--- src/rtl/control_unit.sv ---
// Hardwired Moore sequencer for the CPU datapath: fetch, decode, per-opcode execute.
// Optional macro MEM_WAIT_EN adds mem_ready handshaking on the memory steps.
module control_unit #(
  parameter int unsigned CLEAR_CYCLES = 1,
  parameter logic [4:0]  ADD_OP       = 5'b00011
) (
  input  logic        clock,
  input  logic        reset,
  input  logic        stop,
`ifdef MEM_WAIT_EN
  input  logic        mem_ready,
`endif
  input  logic [31:0] ir,
  output logic        run,
  output logic        clear,
  output logic [4:0]  opcode,
  output logic        PCout,
  output logic        MARin,
  output logic        incPC,
  output logic        read,
  output logic        MDRin,
  output logic        MDRout,
  output logic        IRin,
  output logic        write,
  output logic        Gra,
  output logic        Grb,
  output logic        Grc,
  output logic        Rin,
  output logic        Rout,
  output logic        BAout,
  output logic        Cout,
  output logic        Yin,
  output logic        Zin,
  output logic        ZLowOut,
  output logic        ZHighOut,
  output logic        HIin,
  output logic        LOin
);

  localparam int unsigned CW   = (CLEAR_CYCLES > 1) ? $clog2(CLEAR_CYCLES) : 1;
  localparam int unsigned NCTL = 23;

  localparam int unsigned I_PCOUT    = 0;
  localparam int unsigned I_MARIN    = 1;
  localparam int unsigned I_INCPC    = 2;
  localparam int unsigned I_READ     = 3;
  localparam int unsigned I_MDRIN    = 4;
  localparam int unsigned I_MDROUT   = 5;
  localparam int unsigned I_IRIN     = 6;
  localparam int unsigned I_WRITE    = 7;
  localparam int unsigned I_GRA      = 8;
  localparam int unsigned I_GRB      = 9;
  localparam int unsigned I_GRC      = 10;
  localparam int unsigned I_RIN      = 11;
  localparam int unsigned I_ROUT     = 12;
  localparam int unsigned I_BAOUT    = 13;
  localparam int unsigned I_COUT     = 14;
  localparam int unsigned I_YIN      = 15;
  localparam int unsigned I_ZIN      = 16;
  localparam int unsigned I_ZLOWOUT  = 17;
  localparam int unsigned I_ZHIGHOUT = 18;
  localparam int unsigned I_HIIN     = 19;
  localparam int unsigned I_LOIN     = 20;
  localparam int unsigned I_RUN      = 21;
  localparam int unsigned I_CLEAR    = 22;

  localparam logic [3:0] S_RESET = 4'd0;
  localparam logic [3:0] S_T0    = 4'd1;
  localparam logic [3:0] S_T1    = 4'd2;
  localparam logic [3:0] S_T2    = 4'd3;
  localparam logic [3:0] S_T3    = 4'd4;
  localparam logic [3:0] S_T4    = 4'd5;
  localparam logic [3:0] S_T5    = 4'd6;
  localparam logic [3:0] S_T6    = 4'd7;
  localparam logic [3:0] S_T7    = 4'd8;
  localparam logic [3:0] S_HALT  = 4'd9;

  logic [3:0]      state_q, state_d;
  logic [CW-1:0]   clr_cnt_q, clr_cnt_d;
  logic            stop_pend_q, stop_pend_d;
  logic [4:0]      op_q, op_d;
  logic [NCTL-1:0] ctl_q, ctl_d;
  logic [4:0]      opc_q, opc_d;

  logic mem_ok;
  logic is_alu, is_imm, is_ldi, is_ld, is_st, is_md, is_nn, is_halt, is_nop, is_eff;
  logic last_step, mem_step;
  logic [3:0] done_st;
  logic [4:0] imm_op;
  logic unused_ir_bits;

`ifdef MEM_WAIT_EN
  assign mem_ok = mem_ready;
`else
  assign mem_ok = 1'b1;
`endif

  assign unused_ir_bits = ^ir[26:0];

  // The opcode register loads on the T2->T3 edge; until then decode looks at the IR directly.
  assign op_d = (state_q == S_T2) ? ir[31:27] : op_q;

  assign is_alu  = (op_d >= 5'd3) && (op_d <= 5'd11);
  assign is_imm  = (op_d >= 5'd12) && (op_d <= 5'd14);
  assign is_ld   = (op_d == 5'd0);
  assign is_ldi  = (op_d == 5'd1);
  assign is_st   = (op_d == 5'd2);
  assign is_md   = (op_d == 5'd15) || (op_d == 5'd16);
  assign is_nn   = (op_d == 5'd17) || (op_d == 5'd18);
  assign is_halt = (op_d == 5'd27);
  assign is_eff  = is_ld | is_ldi | is_st;
  assign is_nop  = ~(is_alu | is_imm | is_eff | is_md | is_nn | is_halt);

  assign imm_op = (op_d == 5'd12) ? 5'b00011 :
                  (op_d == 5'd13) ? 5'b00101 : 5'b00110;

  assign last_step = (is_alu | is_imm | is_ldi) ? (state_q == S_T5) :
                     (is_ld | is_st)            ? (state_q == S_T7) :
                     is_md                      ? (state_q == S_T6) :
                     is_nn                      ? (state_q == S_T4) : 1'b1;

  assign mem_step = (state_q == S_T1) || (is_ld && (state_q == S_T6)) ||
                    (is_st && (state_q == S_T7));

  // A stop seen in the final step still halts at that boundary.
  assign done_st = (stop_pend_q | stop) ? S_HALT : S_T0;

  // Next state, then Moore controls decoded from the state being entered.
  always_comb begin
    state_d     = state_q;
    clr_cnt_d   = clr_cnt_q;
    stop_pend_d = stop_pend_q | stop;
    ctl_d       = '0;
    opc_d       = '0;

    case (state_q)
      S_RESET: begin
        if (clr_cnt_q == CW'(CLEAR_CYCLES - 1)) state_d = S_T0;
        else                                    clr_cnt_d = CW'(clr_cnt_q + CW'(1));
      end
      S_T0: state_d = S_T1;
      S_T1: if (mem_ok) state_d = S_T2;
      S_T2: begin
        if (is_halt)     state_d = S_HALT;
        else if (is_nop) state_d = done_st;
        else             state_d = S_T3;
      end
      S_T3, S_T4, S_T5, S_T6, S_T7: begin
        if (mem_step && !mem_ok) state_d = state_q;
        else if (last_step)      state_d = done_st;
        else                     state_d = 4'(state_q + 4'd1);
      end
      S_HALT:  state_d = S_HALT;
      default: state_d = S_HALT;
    endcase

    ctl_d[I_RUN] = (state_d != S_RESET) && (state_d != S_HALT);

    case (state_d)
      S_RESET: ctl_d[I_CLEAR] = 1'b1;
      S_T0: begin
        ctl_d[I_PCOUT] = 1'b1; ctl_d[I_MARIN] = 1'b1; ctl_d[I_INCPC] = 1'b1;
      end
      S_T1: begin
        ctl_d[I_READ] = 1'b1; ctl_d[I_MDRIN] = 1'b1;
      end
      S_T2: begin
        ctl_d[I_MDROUT] = 1'b1; ctl_d[I_IRIN] = 1'b1;
      end
      S_T3: begin
        if (is_alu || is_imm) begin
          ctl_d[I_GRB] = 1'b1; ctl_d[I_ROUT] = 1'b1; ctl_d[I_YIN] = 1'b1;
        end else if (is_eff) begin
          ctl_d[I_GRB] = 1'b1; ctl_d[I_BAOUT] = 1'b1; ctl_d[I_YIN] = 1'b1;
        end else if (is_md) begin
          ctl_d[I_GRA] = 1'b1; ctl_d[I_ROUT] = 1'b1; ctl_d[I_YIN] = 1'b1;
        end else if (is_nn) begin
          ctl_d[I_GRB] = 1'b1; ctl_d[I_ROUT] = 1'b1; ctl_d[I_ZIN] = 1'b1;
          opc_d = op_d;
        end
      end
      S_T4: begin
        if (is_alu) begin
          ctl_d[I_GRC] = 1'b1; ctl_d[I_ROUT] = 1'b1; ctl_d[I_ZIN] = 1'b1;
          opc_d = op_d;
        end else if (is_imm) begin
          ctl_d[I_COUT] = 1'b1; ctl_d[I_ZIN] = 1'b1;
          opc_d = imm_op;
        end else if (is_eff) begin
          ctl_d[I_COUT] = 1'b1; ctl_d[I_ZIN] = 1'b1;
          opc_d = ADD_OP;
        end else if (is_md) begin
          ctl_d[I_GRB] = 1'b1; ctl_d[I_ROUT] = 1'b1; ctl_d[I_ZIN] = 1'b1;
          opc_d = op_d;
        end else if (is_nn) begin
          ctl_d[I_ZLOWOUT] = 1'b1; ctl_d[I_GRA] = 1'b1; ctl_d[I_RIN] = 1'b1;
        end
      end
      S_T5: begin
        if (is_alu || is_imm || is_ldi) begin
          ctl_d[I_ZLOWOUT] = 1'b1; ctl_d[I_GRA] = 1'b1; ctl_d[I_RIN] = 1'b1;
        end else if (is_ld || is_st) begin
          ctl_d[I_ZLOWOUT] = 1'b1; ctl_d[I_MARIN] = 1'b1;
        end else if (is_md) begin
          ctl_d[I_ZLOWOUT] = 1'b1; ctl_d[I_LOIN] = 1'b1;
        end
      end
      S_T6: begin
        if (is_ld) begin
          ctl_d[I_READ] = 1'b1; ctl_d[I_MDRIN] = 1'b1;
        end else if (is_st) begin
          ctl_d[I_GRA] = 1'b1; ctl_d[I_ROUT] = 1'b1; ctl_d[I_MDRIN] = 1'b1;
        end else if (is_md) begin
          ctl_d[I_ZHIGHOUT] = 1'b1; ctl_d[I_HIIN] = 1'b1;
        end
      end
      S_T7: begin
        if (is_ld) begin
          ctl_d[I_MDROUT] = 1'b1; ctl_d[I_GRA] = 1'b1; ctl_d[I_RIN] = 1'b1;
        end else if (is_st) begin
          ctl_d[I_WRITE] = 1'b1;
        end
      end
      default: ;
    endcase
  end

  always_ff @(posedge clock or posedge reset) begin
    if (reset) begin
      state_q        <= S_RESET;
      clr_cnt_q      <= '0;
      stop_pend_q    <= 1'b0;
      op_q           <= '0;
      ctl_q          <= '0;
      ctl_q[I_CLEAR] <= 1'b1;
      opc_q          <= '0;
    end else begin
      state_q     <= state_d;
      clr_cnt_q   <= clr_cnt_d;
      stop_pend_q <= stop_pend_d;
      op_q        <= op_d;
      ctl_q       <= ctl_d;
      opc_q       <= opc_d;
    end
  end

  assign opcode   = opc_q;
  assign PCout    = ctl_q[I_PCOUT];
  assign MARin    = ctl_q[I_MARIN];
  assign incPC    = ctl_q[I_INCPC];
  assign read     = ctl_q[I_READ];
  assign MDRin    = ctl_q[I_MDRIN];
  assign MDRout   = ctl_q[I_MDROUT];
  assign IRin     = ctl_q[I_IRIN];
  assign write    = ctl_q[I_WRITE];
  assign Gra      = ctl_q[I_GRA];
  assign Grb      = ctl_q[I_GRB];
  assign Grc      = ctl_q[I_GRC];
  assign Rin      = ctl_q[I_RIN];
  assign Rout     = ctl_q[I_ROUT];
  assign BAout    = ctl_q[I_BAOUT];
  assign Cout     = ctl_q[I_COUT];
  assign Yin      = ctl_q[I_YIN];
  assign Zin      = ctl_q[I_ZIN];
  assign ZLowOut  = ctl_q[I_ZLOWOUT];
  assign ZHighOut = ctl_q[I_ZHIGHOUT];
  assign HIin     = ctl_q[I_HIIN];
  assign LOin     = ctl_q[I_LOIN];
  assign run      = ctl_q[I_RUN];
  assign clear    = ctl_q[I_CLEAR];

endmodule

--- config.mk ---
export PLATFORM = sky130hd
export DESIGN_NAME = control_unit
export DESIGN_NICKNAME = d
export VERILOG_FILES = /design/src/rtl/control_unit.sv
export SDC_FILE = /design/constraint.sdc
export NUM_CORES = 1
export LEC_CHECK = 0
export ABC_AREA = 1
export BUFFER_PORTS_ARGS = -buffer_cell sky130_fd_sc_hd__buf_4
export CAP_MARGIN = 20
export CORE_MARGIN = 1
export CORE_UTILIZATION = 46
export CTS_CLUSTER_SIZE = 10
export DETAILED_ROUTE_END_ITERATION = 8
export GPL_TIMING_DRIVEN = 0
export PLACE_DENSITY = 0.76
export SLEW_MARGIN = 5
export SYNTH_ARGS = -nofsm -noshare
export SYNTH_HDL_FRONTEND = slang
export SYNTH_SLANG_ARGS = --single-unit
--- constraint.sdc ---
create_clock -name clock -period 2.4 [get_ports clock]
set_input_delay 0 -clock clock [delete_from_list [all_inputs] [get_ports clock]]
set_output_delay 0 -clock clock [all_outputs]
set_load 0.02 [all_outputs]
==> results.md, run 1 <==
- Status: finished with violations
- Failing checks: negative setup slack
- Tcrit/Tclk final: 111.6%
- R2r setup slk: -0.28 ns
- Synth Register Bits: 36
- Synth cell types: 30
- Setup-failing EPs final: 26
- Initial DRC count: 199
- Dpl ws: -0.3295 ns
- Remaining DRCs: 0
- Power, Total: 4.517 mW
- Worst Tran Pin Value: 0.7338 ns
- Setup crit end kind: flip-flop
- Dpl cell area: 2356 µm²
- HP Class: in -> reg
- Clk buf depth: 2
- Cell Count, Final, Fillers Out: 366
- CP startpoint kind: flip-flop
- CTS Sinks: 36
- Diode count: 0
- Commonest non-fill, non-tap cells in the layout: buf_4 (76), dfrtp_1 (34), nand2_1 (30)
- WS Path Type: reg -> reg
- Most used DFF post-synth: dfrtp_1
- Final Hold Fails: 0
- IO Count: 63
- CTS tree: yes
- First-pass GRT wire length: 8135 µm
- EDFF count, synth: 0
- Starting Density: 49.02%
- Post-Syn Area: 2003 µm²
- Vias per cell: 5.658
- PortBufs: 35
- Largest net degree at the start of global routing: 21
- Post-route cell area: 3146 µm²
- Area growth syn-to-layout: 57.03%
- Chip width: 67.99 µm
- 1st-pass router iterations: 5
- Synth Area per Inst: 8.864 µm²
- Detail Route Antenna Nets: 0
- Pins Over Slew Limit: 0
- Row count: 23
- Layout cell share with drive strength beyond 1: 56.33%
- Leak: 1.577 nW
- Total CTS buffers: 5
- Maximum clock rate: 0.3734 GHz
- Ys async rst share: 100.0%
- GR Overflow Total: 0
- P per Cell Area: 1436 nW/µm²
- Max Cap Viol: 0
- Die Y: 67.99 µm
- Post-DP HPWL: 3126 µm
- Synth Instances: 226
- GRT Total Usage: 24.13%
- Clock Latency Late Sink: 0.29 ns
- H-tree levels: 2
- Syn Nets: 265
- Headroom to the max-slew limit: 51.03%
- Most common library cell in the layout ignoring fill and taps: buf_4
- Final Util: 76.97%
- Setup TNS: -3.963 ns
- GP Congestion: 0.8829
- Critical path data arrival time: 2.91 ns
- Routed wire per std cell: 17.68 µm
- Critical path fanouts, max: 5
- DRT Wirelength: 6471 µm
- Initial antenna violation count: 0
- Clock Skews: 0.004670 ns
- Worst setup margin: -0.2779 ns
- Placed Cells: 312
- Post-synthesis sequential area ratio: 45.03%
- Number of global-route vias before repair: 1818
- RSZ-0062 raised after global routing: true
- YS warnings: 0
- Hold slack: 0.03122 ns
- Die area: 4623 µm²
- Vias: 2071
- Min Tclk post-route: 2.678 ns
- Root Buffer: clkbuf_8
- CP required: 2.63 ns
- Final nets: 354
- Core area: 4086 µm²
- CTS clk-pin slew, worst paths: 0.08 ns
- Max VDD drop: 891.5 µV
-- cell type report --
| type | instances | area [µm²] |
|---|---|---|
| Tap cell | 50 | 62.56 |
| Buffer | 3 | 40.04 |
| Timing Repair Buffer | 81 | 665.6 |
| Clock inverter | 3 | 42.54 |
| Inverter | 25 | 103.9 |
| Fill cell | 261 | 940.9 |
| Sequential cell | 36 | 903.4 |
| Multi-Input combinational cell | 163 | 1259 |
| Clock buffer | 5 | 68.82 |
-- worst paths after layout --
check,depth (start not counted),startpoint,to
max,19,state_q[3],opcode[1]
min,3,ir[30],op_q[3]
max reg2reg,19,state_q[3],opcode[1]
min reg2reg,2,stop_pend_q,stop_pend_q
max in group asynchronous,4,reset,op_q[3]
min in group asynchronous,3,reset,ctl_q[2]
-- power breakdown --
group	leakage [nW]	internal (mW)	switching (mW)	total (mW)
logic	1.05	1.29	1.88	3.16
clock network	0.0541	0.307	0.230	0.537
registers	0.471	0.740	0.0759	0.816
total	1.58	2.33	2.18	4.52
-- critical path, stage by stage (launching register included) --
cell and delay (ns):
dfrtp_2 0.44, nor2_4 0.13, buf_12 0.14, buf_12 0.12, nand3b_1 0.08, nand2_1 0.17
nand2_2 0.11, nor2_2 0.14, nand2_2 0.11, nor2_2 0.16, a21oi_4 0.07, nand3b_1 0.14
nand2_4 0.10, inv_4 0.10, nand3_2 0.14, nor2_4 0.15, nand2_2 0.11, nand2_2 0.09
nand2_1 0.05, nand2_1 0.07
-- layer usage --
metal / GRT usage [%] / wire length [µm]
met1: 27.52 / 2378
met2: 44.12 / 3363
met3: 4.500 / 396
met4: 8.854 / 333
met5: 0 / 0
-- state kept, by name (all words and copies together), names as in the netlist --
register,flops
ctl_q,21
op_q,5
opcode,5
state_q,4
stop_pend_q,1
-- cells in the mapped netlist (2+ instances only) --
master,number,area [µm²]
a21oi_1,3,15.01
buf_4,2,15.01
dfrtp_1,35,875.8
ha_1,4,50.05
inv_1,19,71.32
inv_2,6,22.52
nand2_1,42,157.7
nand2_2,13,81.33
nand2_4,8,90.09
nand3_1,15,75.07
nand3_2,8,80.08
nand3b_1,5,37.54
nand4_1,4,25.02
nor2_1,23,86.33
nor2_2,3,18.77
nor2_4,7,78.83
o21ai_0,8,40.04
o21ai_1,7,35.03
o22ai_1,2,12.51
xor2_1,2,17.52
-- cell families after synthesis --
kind of cell | after synthesis | share of synthesized area [%]
adder cells (fa/ha/maj) | 4 | 2.499
buffers and inverters | 28 | 6.121
AND/OR/NAND/NOR | 132 | 37.91
XOR/XNOR | 2 | 0.8746
flip-flops | 36 | 45.03
AO/OA/AOI/OAI | 24 | 7.558
-- what timing repair did --
item,CTS,global route
pin swaps,22,31
endpoints found under the setup margin,26,26
hold endpoints to repair,16,0
hold buffers,2,0
gates resized for setup,36,37
gates cloned,0,1
setup buffers,22,21
Note: power is estimated with default switching activity, not from simulation.
==> run 2: changes to the inputs <==
--- a/config.mk
+++ b/config.mk
@@ -9,11 +9,12 @@
 export BUFFER_PORTS_ARGS = -buffer_cell sky130_fd_sc_hd__buf_4
 export CAP_MARGIN = 20
 export CORE_MARGIN = 1
-export CORE_UTILIZATION = 46
+export CORE_UTILIZATION = 55
 export CTS_CLUSTER_SIZE = 10
 export DETAILED_ROUTE_END_ITERATION = 8
 export GPL_TIMING_DRIVEN = 0
-export PLACE_DENSITY = 0.76
+export HOLD_SLACK_MARGIN = 0.06
+export PLACE_DENSITY = 0.85
 export SLEW_MARGIN = 5
 export SYNTH_ARGS = -nofsm -noshare
 export SYNTH_HDL_FRONTEND = slang
==> constraint.sdc (replaced) <==
create_clock -name clock -period 3.33 [get_ports clock]
set_input_delay 0 -clock clock [delete_from_list [all_inputs] [get_ports clock]]
set_output_delay 0 -clock clock [all_outputs]
set_load 0.02 [all_outputs]
==> results.md, run 2 (synthesis results as in run 1) <==
- CP required: 3.61 ns
- Setup crit end kind: flip-flop
- Dpl ws: 0.6184 ns
- Filler cells: 263
- Leak: 1.286 nW
- Status: completed
- Hold slack: 0.3510 ns
- Critical path data arrival time: 3.11 ns
- Die Y: 62.35 µm
- Headroom to the max-slew limit: 50.05%
- GRT Total Usage: 24.40%
- Area growth syn-to-layout: 23.98%
- Number of global-route vias before repair: 1628
- Layout cell share with drive strength beyond 1: 35.02%
- Remaining DRCs: 0
- Die area: 3888 µm²
- Pins Over Slew Limit: 0
- RSZ-0062 raised after global routing: false
- GP Congestion: 0.8384
- Max VDD drop: 547.0 µV
- P per Cell Area: 843.5 nW/µm²
- CTS Sinks: 36
- Max Cap Viol: 0
- CTS clk-pin slew, worst paths: 0.11 ns
- Critical path fanouts, max: 10
- Largest net degree at the start of global routing: 20
- Initial antenna violation count: 0
- Final Hold Fails: 0
- Diode count: 0
- Post-DP HPWL: 3178 µm
- Min Tclk post-route: 2.837 ns
- Tcrit/Tclk final: 85.20%
- DRT Wirelength: 4167 µm
- Initial DRC count: 100
- Setup TNS: 0 ns
- Cell Count, Final, Fillers Out: 323
- CTS tree: yes
- Most flops, register: ctl_q
- CP startpoint kind: flip-flop
- First-pass GRT wire length: 7327 µm
- Total CTS buffers: 5
- Routed wire per std cell: 12.90 µm
- GR Overflow Total: 0
- Clk buf depth: 2
- Placed Cells: 308
- Power, Total: 2.095 mW
- Cts repair resizes: 0
- Commonest non-fill, non-tap cells in the layout: nand2_1 (42), buf_4 (37), dfrtp_1 (35)
- IO Count: 63
- Post-route cell area: 2484 µm²
- Dpl cell area: 2351 µm²
- Final nets: 315
- Vias: 1672
- Root Buffer: clkbuf_4
- Setup bufs post-CTS: 0
- Most common library cell in the layout ignoring fill and taps: nand2_1
- R2r setup slk: 0.49 ns
- Max reg flops: 21
- Worst Tran Pin Value: 0.7484 ns
- Clock Skews: 0.01017 ns
- Final Util: 72.71%
- Row count: 21
- Chip width: 62.35 µm
- Detail Route Antenna Nets: 0
- Worst setup margin: 0.4930 ns
- 1st-pass router iterations: 5
- Clock Latency Late Sink: 0.34 ns
- PortBufs: 35
- H-tree levels: 2
- Setup-failing EPs final: 0
- WS Path Type: reg -> reg
- Maximum clock rate: 0.3525 GHz
- Vias per cell: 5.176
- Core area: 3416 µm²
- HP Class: in -> async
- FF-to-FF path depth: 18
- Starting Density: 58.64%
## run 2: worst paths after layout
check | startpoint | to
worst min register to register | stop_pend_q | stop_pend_q
worst max register to register | state_q[0] | opcode[1]
max in group asynchronous | reset | opcode[1]
min in group clock | stop | stop_pend_q
worst max-delay path | state_q[0] | opcode[1]
worst min-delay path | reset | ctl_q[11]
## run 2: area by class of cell
type	instances	area, µm²	area share [%]
buffer	3	28.78	1.159
inverter	25	93.84	3.778
clock buffer	7	55.05	2.217
tap	46	57.56	2.317
timing repair buffer	43	360.3	14.51
multi-input combinational	162	978.4	39.40
sequential	36	902.1	36.32
clock inverter	1	7.507	0.3023
## run 2: report_power, final
part | leakage [nW] | internal [mW] | switching (mW) | total [mW]
clock network | 0.0315 | 0.103 | 0.141 | 0.244
registers | 0.472 | 0.531 | 0.0514 | 0.583
logic | 0.783 | 0.390 | 0.878 | 1.27
total | 1.29 | 1.02 | 1.07 | 2.09
## run 2: timing repair
action                                  4_1_cts  5_1_grt
endpoints found under the setup margin        0        0
endpoints found under the hold margin        22        0
hold buffers                                  7        0
## run 2: worst max-delay path, stage by stage, from the launching register on
cell and delay, ns:
dfrtp_1 0.44, ha_1 0.25, clkbuf_8 0.20, nand3b_1 0.11, nand2_1 0.16, nand2_1 0.10
nor2_1 0.14, nand2_1 0.13, nor2_1 0.20, a21oi_4 0.07, nand3b_1 0.10, nand2_2 0.10
inv_2 0.13, nand3_2 0.11, nor2_2 0.17, nand2_1 0.15, nand2_1 0.11, nand2_1 0.06
nand2_1 0.06
## run 2: metal layers
layer  vias to the layer above  wire (µm)  GRT usage (%)
met4                         0        106          12.79
li1                        830          -              -
met2                        57       2100          39.97
met3                        14        174          4.412
met5                         -          0              0
met1                       771       1786          30.73
==> run 3: changes to the inputs <==
--- a/config.mk
+++ b/config.mk
@@ -12,9 +12,9 @@
 export CORE_UTILIZATION = 55
 export CTS_CLUSTER_SIZE = 10
 export DETAILED_ROUTE_END_ITERATION = 8
-export GPL_TIMING_DRIVEN = 0
 export HOLD_SLACK_MARGIN = 0.06
 export PLACE_DENSITY = 0.85
+export SKIP_LAST_GASP = 1
 export SLEW_MARGIN = 5
 export SYNTH_ARGS = -nofsm -noshare
 export SYNTH_HDL_FRONTEND = slang
==> results.md, run 3 (synthesis results as in run 1) <==
- CTS clk-pin slew, worst paths: 0.12 ns
- Initial antenna violation count: 0
- Logic pwr share: 57.4%
- Clock Skews: 0.02148 ns
- Detail Route Antenna Nets: 0
- Internal power: 1.107 mW
- Sw Share: 49.01%
- Max Cap Viol: 0
- CTS tree: yes
- Max reg flops: 21
- Final Hold Fails: 0
- Commonest non-fill, non-tap cells in the layout: nand2_1 (42), buf_4 (36), dfrtp_1 (35)
- Headroom to the max-slew limit: 63.32%
- 1st-pass router iterations: 4
- Maximum clock rate: 0.3355 GHz
- Largest net degree at the start of global routing: 37
- Max VDD drop: 492.4 µV
- Most common library cell in the layout ignoring fill and taps: nand2_1
- Cts repair resizes: 0
- Worst R2R End: ctl_q[11]
- GP Congestion: 0.8312
- Setup-failing EPs final: 0
- Worst Tran Pin Value: 0.5445 ns
- Die area: 3888 µm²
- CP Capture Point: ctl_q[11]
- Row count: 21
- WS Path Type: reg -> reg
- Remaining DRCs: 0
- GR Overflow Total: 0
- Most flops, register: ctl_q
- Core area: 3416 µm²
- CP most frequent cell: inv_1
- CP startpoint kind: flip-flop
- CTS Sinks: 36
- Layout cell share with drive strength beyond 1: 34.67%
- Psw: 1.064 mW
- IO Count: 63
- Max stage delay cell, worst path: ha_1
- Post-DP HPWL: 2973 µm
- Slowest stage delay, CP: 0.49 ns
- Tcrit/Tclk final: 89.50%
- Critical path fanouts, max: 11
- Final nets: 312
- Clk pwr share: 15.7%
- Min Tclk post-route: 2.980 ns
- Critical path data arrival time: 3.22 ns
- Diode count: 0
- CP Cell Sequence: ha_1, nand2_4, nand2_1, nand2_2, nand2_2, inv_1, nand2_4, nand2_4, inv_1, nand2_1, o21ai_1, o21ai_4, nand3_2, nor2_4, nand2_1, inv_1, nor2_1, inv_1
- PortBufs: 35
- Total CTS buffers: 5
- Root Buffer: clkbuf_4
- R2r setup slk: 0.35 ns
- Dpl ws: 0.3907 ns
- Seq pwr share: 26.9%
- Reg-to-reg critical path startpoint: state_q[0]
- DRT Wirelength: 3992 µm
- Chip width: 62.35 µm
- Pins Over Slew Limit: 0
- Vias per cell: 5.088
- HP Class: in -> async
- Worst setup margin: 0.3497 ns
- Clk buf depth: 2
- Initial DRC count: 81
- H-tree levels: 2
- Status: completed
- Number of global-route vias before repair: 1538
- P per Cell Area: 879.8 nW/µm²
- Leak: 1.281 nW
- CP required: 3.57 ns
- FF-to-FF path depth: 18
- Clock Latency Late Sink: 0.35 ns
- Vias: 1628
- Starting Density: 58.64%
- Routed wire per std cell: 12.48 µm
- RSZ-0062 raised after global routing: false
- Setup crit end kind: flip-flop
- Area growth syn-to-layout: 23.17%
- Die Y: 62.35 µm
- Setup TNS: 0 ns
- Critical path origin: state_q[0]
- Power, Total: 2.171 mW
- GRT Total Usage: 23.42%
- First-pass GRT wire length: 6941 µm
==> run 3: changes by cell type in the layout (fill, tap and decap cells not counted) <==
cell,previous run,this run
buf_4,37,36
clkbuf_1,1,0
bufinv_16,0,1
clkinvlp_4,1,0
buf_16,1,0
==> run 3: cell type report <==
cell class | count | area [µm²]
multi-input combinational | 162 | 978.4
tap | 46 | 57.56
timing repair buffer | 43 | 340.3
clock buffer | 7 | 65.06
clock inverter | 1 | 30.03
sequential | 36 | 902.1
fill | 263 | 948.4
inverter | 25 | 93.84
==> run 3: repair_timing <==
action | 4_1_cts | 5_1_grt
hold endpoints to repair | 41 | 0
setup buffers | 0 | 0
setup endpoints to repair | 0 | 0
hold buffers | 7 | 0
==> run 3: worst min path at each step <==
stage	slack [ns]	cells after the start	to
floorplan	0.12	2	stop_pend_q
global placement	0.12	3	ctl_q[11]
detailed placement	0.12	3	ctl_q[19]
finish	0.31	4	opcode[2]
CTS	0.29	4	opcode[2]
global route	0.38	4	ctl_q[8]
==> run 3: power groups by stage <==
stage / Combinational [mW] / Sequential, mW / Clock [mW]
after floorplan: 0.919 / 0.635 / 0
after global placement: 1.19 / 0.589 / 0
after detailed placement: 1.22 / 0.592 / 0
after CTS: 1.24 / 0.584 / 0.348
after global routing: 1.37 / 0.593 / 0.372
final: 1.25 / 0.584 / 0.342
==> run 3: worst max-delay path, delay by kind of cell (launching register included) <==
family,cells,cell delay [ns]
flops,1,0.43
buf+inv,4,0.36
simple gates,11,1.20
fa+ha+maj,1,0.49
compound gates,2,0.39
==> run 3: routing by layer <==
metal | up-vias | share of wire, % | global-route usage [%]
met4 | 0 | 1.2 | 8.140
met3 | 6 | 5.1 | 5.515
li1 | 820 | - | -
met2 | 48 | 51 | 38.60
met1 | 754 | 43 | 30.20
met5 | - | 0 | 0
==> run 3: through the flow <==
stage / utilization [%] / std cells / hold WS, ns / instance area (µm²)
floorplan: - / 226 / 0.1248 / 2003
global placement: 67.40 / 305 / 0.1202 / 2302
detailed placement: 67.40 / 305 / 0.1234 / 2302
CTS: 72.23 / 320 / 0.2878 / 2467
global route: 72.23 / 320 / 0.3797 / 2467
finish: 72.23 / 320 / 0.3108 / 2467
